[config.mk]
export PLATFORM = sky130hd
export DESIGN_NAME = piso_frame_tx
export DESIGN_NICKNAME = d
export VERILOG_FILES = /design/src/rtl/piso_frame_tx.sv
export SDC_FILE = /design/constraint.sdc
export NUM_CORES = 1
export LEC_CHECK = 0
export CORE_MARGIN = 1
export CORE_UTILIZATION = 30
export CTS_BUF_LIST = sky130_fd_sc_hd__clkbuf_2
export DETAILED_ROUTE_END_ITERATION = 8
export GPL_TIMING_DRIVEN = 0
export PLACE_DENSITY = 0.61
export SLEW_MARGIN = 10
export SYNTH_ARGS = -nofsm -noshare
export SYNTH_HDL_FRONTEND = slang
export SYNTH_SLANG_ARGS = --single-unit
[constraint.sdc]
create_clock -name CLK -period 4.3 [get_ports CLK]
set_clock_uncertainty 0.1 [all_clocks]
set_input_delay 0.86 -clock CLK [delete_from_list [all_inputs] [get_ports CLK]]
set_output_delay 0.86 -clock CLK [all_outputs]
set_load 0.03 [all_outputs]
[src/rtl/piso_frame_tx.sv]
`default_nettype none
// ============================================================================
// Module  : piso_frame_tx
// Brief   : MSB-first word serializer paced by ser_en, with a post-frame gap
// Revision: 1.0 - initial release
// ============================================================================
module piso_frame_tx #(
   parameter int BITS = 4,
   parameter int GAP  = 1
) (
   input  logic            CLK,
   input  logic            RST,
   input  logic [BITS-1:0] in_data,
   input  logic            in_valid,
   output logic            in_ready,
   input  logic            ser_en,
   output logic            ser_out,
   output logic            ser_valid,
   output logic            frame_start,
   output logic            frame_done,
   output logic            busy
);

   localparam int CNT_W = $clog2(BITS);
   localparam int GAP_W = (GAP > 0) ? $clog2(GAP + 1) : 1;
   localparam logic [CNT_W-1:0] BIT_LAST = CNT_W'(BITS - 1);
   localparam logic [GAP_W-1:0] GAP_LAST = (GAP > 0) ? GAP_W'(GAP - 1) : '0;

   localparam logic [1:0] S_IDLE  = 2'd0;
   localparam logic [1:0] S_SHIFT = 2'd1;
   localparam logic [1:0] S_GAP   = 2'd2;

   logic [1:0]       state_q, state_d;
   logic [BITS-1:0]  sreg_q, sreg_d;
   logic [CNT_W-1:0] bit_cnt_q, bit_cnt_d;
   logic [GAP_W-1:0] gap_cnt_q, gap_cnt_d;
   logic             ser_out_q, ser_out_d;
   logic             ser_valid_q, ser_valid_d;
   logic             frame_start_q, frame_start_d;
   logic             frame_done_q, frame_done_d;
   logic             busy_q, busy_d;

   assign in_ready = (state_q == S_IDLE) && !RST;

   always_comb begin
      state_d      = state_q;
      sreg_d       = sreg_q;
      bit_cnt_d    = bit_cnt_q;
      gap_cnt_d    = gap_cnt_q;
      frame_done_d = 1'b0;
      case (state_q)
         S_IDLE: begin
            if (in_valid && in_ready) begin
               sreg_d    = in_data;
               bit_cnt_d = '0;
               state_d   = S_SHIFT;
            end
         end
         S_SHIFT: begin
            if (ser_en) begin
               sreg_d = {sreg_q[BITS-2:0], 1'b0};
               // bit_cnt parks at BITS-1 on the last bit rather than wrapping
               if (bit_cnt_q == BIT_LAST) begin
                  frame_done_d = 1'b1;
                  gap_cnt_d    = '0;
                  state_d      = (GAP > 0) ? S_GAP : S_IDLE;
               end else begin
                  bit_cnt_d = bit_cnt_q + 1'b1;
               end
            end
         end
         S_GAP: begin
            if (gap_cnt_q == GAP_LAST) begin
               state_d = S_IDLE;
            end else begin
               gap_cnt_d = gap_cnt_q + 1'b1;
            end
         end
         default: state_d = S_IDLE;
      endcase

      // Outputs are registered from the next-state view so they line up with state_q
      ser_valid_d   = (state_d == S_SHIFT);
      ser_out_d     = ser_valid_d && sreg_d[BITS-1];
      frame_start_d = ser_valid_d && (bit_cnt_d == '0);
      busy_d        = (state_d != S_IDLE);
   end

   always_ff @(posedge CLK or posedge RST) begin
      if (RST) begin
         state_q       <= S_IDLE;
         sreg_q        <= '0;
         bit_cnt_q     <= '0;
         gap_cnt_q     <= '0;
         ser_out_q     <= 1'b0;
         ser_valid_q   <= 1'b0;
         frame_start_q <= 1'b0;
         frame_done_q  <= 1'b0;
         busy_q        <= 1'b0;
      end else begin
         state_q       <= state_d;
         sreg_q        <= sreg_d;
         bit_cnt_q     <= bit_cnt_d;
         gap_cnt_q     <= gap_cnt_d;
         ser_out_q     <= ser_out_d;
         ser_valid_q   <= ser_valid_d;
         frame_start_q <= frame_start_d;
         frame_done_q  <= frame_done_d;
         busy_q        <= busy_d;
      end
   end

   assign ser_out     = ser_out_q;
   assign ser_valid   = ser_valid_q;
   assign frame_start = frame_start_q;
   assign frame_done  = frame_done_q;
   assign busy        = busy_q;

endmodule
`default_nettype wire

# Word level (Yosys, flattened, before mapping)
# Index checks and enable logic that the tools add are counted.
[totals]
regBits = 14
inputBits = 8
output_inout_bits = 6
wordCells = 50
[op_classes]
n_addsub = 2
n_eq_ne = 7
n_mux = 19
reduce_logical = 12
[op_table]
columns = ["cell", "count"]
rows = [
  ["2-bit 2-to-1 mux", 7],
  ["4-bit 2-to-1 mux", 2],
  ["4-bit case mux with 2 select lines", 1],
  ["1-bit 2-to-1 mux", 6],
  ["2-bit case mux with 3 select lines", 1],
  ["3-bit AND reduction", 2],
  ["2-bit nonzero test", 3],
  ["2-bit by 1-bit equality test with 1-bit output (second input constant)", 2],
  ["2-bit equality test (second input constant)", 2],
  ["1-bit logical AND", 4],
  ["2-bit zero test", 2],
  ["2-bit inequality test (second input constant)", 2],
  ["2-bit case mux with 2 select lines", 1],
  ["2-bit by 1-bit adder with 2-bit output (second input constant)", 1],
  ["2-bit by 1-bit inequality test with 1-bit output (second input constant)", 1],
  ["1-bit case mux with 2 select lines", 1],
  ["1-bit adder (second input constant)", 1],
  ["1-bit zero test", 1],
]

# Longest topological paths before layout
[depth]
depth_word = 7
depth_mapped = 5
mapped_depth_nobuf = 3

# Least setup slack after synthesis
# Ideal clock, no wire load.
[synth_path]
kind = "input to output"
from = "in RST"
to = "out in_ready"
t_arrival_ps = 1512
required_time_ps = 3340
path_slack_ps = 1828
path_stages = 1
n_path_buf = 0
cell_sequence = "nor3_1"
[synth_via]
elab_chain_cells = 2
[synth_rtl]
columns = ["item", "line_no", "rtl"]
rows = [
  ["start, declared", "12", "input logic RST,"],
  ["1-bit zero test (no line)", "--", ""],
  ["1-bit logical AND", "43", "assign in_ready = (state_q == S_IDLE) && !RST;"],
  ["end, declared", "15", "output logic in_ready,"],
]
# Every way passes these cells.

# Worst setup path after layout
# Ends and elaborated chain as after synthesis.

==> flow_metrics.env <==
export IMPL_ir_worst_vdd_v=0.0002412
export IMPL_holdPathStages=1
export IMPL_endpoint_kind="output pin"
export IMPL_portBuffers=13
export IMPL_finalNetCount=74
export IMPL_synth_flop_cell="dfrtp_1"
export IMPL_yosysWarnings=0
export IMPL_ant_nets=0
export IMPL_n_fill_cell=170
export IMPL_status="finished clean"
export IMPL_die_w_um=46.23
export IMPL_report_final_slew_viol_count=0
export IMPL_placementRows=15
export IMPL_synth_nets=56
export IMPL_avgSynthCellArea_um2=12.23
export IMPL_worstReg2RegStart="state_q[0]"
export IMPL_cts_root_buf="clkbuf_2"
export IMPL_start_util_pct=32.91
export IMPL_die_area_mm2=0.002137
export IMPL_finalSetupViolCount=0
export IMPL_drt_first_pass_iters=3
export IMPL_period_share_pct=74.72
export IMPL_setup_ws_ps=1087
export IMPL_core_area_mm2=0.001783
export IMPL_overflow=0
export IMPL_drive_above_1_share_pct=24.62
export IMPL_multi_input_area_um2=230.2
export IMPL_required_ps=3340
export IMPL_grt_max_degree=14
export IMPL_clock_sinks=13
export IMPL_drv_cap=0
export IMPL_antenna_found_initial=0
export IMPL_hold_path_class="flip-flop to flip-flop"
export IMPL_drtIter0Drc=8
export IMPL_area_growth_synth_to_final_pct=30.92
export IMPL_crit_start="RST"
export IMPL_drc=0
export IMPL_wl_um=1044
export IMPL_ff_latch_area_um2=325.3
export IMPL_rr_worst_depth=4
export IMPL_max_freq_ghz=0.3112
export IMPL_ios=14
export IMPL_cts_repair_resized=0
export IMPL_clk_pin_slew_ps=120
export IMPL_rsz0062_at_grt="false"
export IMPL_die_y_um=46.23
export IMPL_grt_pass1_vias=360
export IMPL_grt_use_total_pct=11.61
export IMPL_worstPathArrival_ps=2250
export IMPL_tns_ps=0
export IMPL_worst_slew_pin_slew_ps=546.3
export IMPL_synthArstFlopShare_pct=100.0
export IMPL_grt_pass1_wl_um=1662
export IMPL_dp_slack_ps=1085
export IMPL_cts_tree="done"
export IMPL_p_leak_nw=0.3636
export IMPL_finalCriticalPeriod_ps=3213
export IMPL_slew_headroom_pct=63.43
export IMPL_critPathLaunchType="input pin"
export IMPL_cts_setup_buffers=0
export IMPL_reg2reg_slack_ps=2680
export IMPL_dr_total_vias=409
export IMPL_clock_latency_ps=260
export IMPL_synth_edff_count=0
export IMPL_dp_hpwl_um=739.9
export IMPL_cp_max_fo=5
export IMPL_holdBufCountCts=0
export IMPL_clockBufferDepth=2
export IMPL_worstSetupPathType="input pin to output pin"
export IMPL_gp_congestion=0.7460
export IMPL_synthDistinctLibCells=22
export IMPL_h_tree_depth=1
export IMPL_syn_cell_area_um2=586.8
export IMPL_wl_per_cell_um=11.60
export IMPL_cts_made_buffers=3
export IMPL_syn_instance_count=48
export IMPL_power_density_mw_per_mm2=656.5
export IMPL_yosysSeqAreaShare_pct=55.44
export IMPL_hold_viol=0
export IMPL_synth_seq_cells=13
export IMPL_n_antenna_cell=0
export IMPL_hold_path_startpoint="sreg_q[3]"
export IMPL_routed_via_density=4.544
## synthesized netlist by cell type, types with 2 or more instances
cell	instances	area share [%]
nand2_1	3	1.9
nor2_1	3	1.9
a22o_2	3	5.1
a21o_1	2	2.6
and3_1	2	2.1
inv_1	4	2.6
o221a_2	3	5.8
dfrtp_1	13	55
nor3_1	2	1.7
## power breakdown
| part | switching [mW] | leakage (nW) | internal, mW |
|---|---|---|---|
| clock | 0.0377 | 0.0166 | 0.0247 |
| sequential | 0.0324 | 0.163 | 0.172 |
| combinational | 0.120 | 0.184 | 0.118 |
| total | 0.190 | 0.364 | 0.314 |
## registers in the layout, summed over array words and instances, names as in the netlist
name / flops
sreg_q: 4
ser_out: 1
busy: 1
frame_done: 1
ser_valid: 1
state_q: 2
bit_cnt_q: 2
frame_start: 1
## per-layer routing
metal | track usage [%] | wire, µm | up-vias
met5 | 0 | 0 | -
met4 | 3.529 | 0 | 0
met3 | 6.275 | 54 | 0
met2 | 15.77 | 468 | 10
met1 | 15.69 | 521 | 192
li1 | - | - | 207
## layout by cell type, fill, tap and decap left out
master,instances
nand2_1,3
o311ai_0,1
a22o_2,3
dfrtp_1,13
nor2_1,3
inv_1,4
a22oi_2,1
nor2_2,1
o2bb2ai_1,1
and3b_1,1
o221a_2,3
clkbuf_2,4
a21boi_1,1
nor4b_4,1
a31o_2,1
nor3_1,2
buf_6,1
a21bo_1,1
clkdlybuf4s50_1,13
a21o_1,2
buf_2,1
nor2b_1,1
and3_1,2
a21oi_1,1
## final timing paths
check,end
min in group asynchronous,sreg_q[2]
setup / recovery,in_ready
hold / removal,sreg_q[3]
setup reg to reg,sreg_q[0]
max in group asynchronous,bit_cnt_q[0]
hold reg to reg,sreg_q[3]
## logic make-up (layout without fill, tap and decap cells)
group	count (synthesis)	count (layout)	synth area share (%)
flip-flops	13	13	55.44
buffers and inverters	6	23	5.329
AO/OA/AOI/OAI	15	15	23.88
AND/OR/NAND/NOR	14	14	15.35
## cell type report
cell class              count  area share (%)
plain buffers               2           2.117
clock buffers               4           2.606
inverters                   4           1.954
multi-input cells          29           29.97
flip-flops and latches     13           42.35
well taps                  25           4.072
repair buffers             13           16.94
## metrics by stage
| step | util [%] | cells | cell area, µm² | hold WS (ps) | total power, mW |
|---|---|---|---|---|---|
| 6_report | 43.09 | 90 | 768.2 | 388.2 | 0.5044 |
| 5_1_grt | 43.09 | 90 | 768.2 | 415.2 | 0.5424 |
| 4_1_cts | 43.09 | 90 | 768.2 | 395.7 | 0.5113 |
| 3_5_place_dp | 41.96 | 86 | 748.2 | 366.6 | 0.4476 |
| 3_3_place_gp | 41.96 | 86 | 748.2 | 369.5 | 0.4454 |
| 2_1_floorplan | - | 48 | 586.8 | 342.0 | 0.3717 |
## critical path, cell delays in order
cell and delay [ps]:
clkdlybuf4s50_1 520, nor3_1 180, clkdlybuf4s50_1 690
Power figures use the tool's default switching activity.
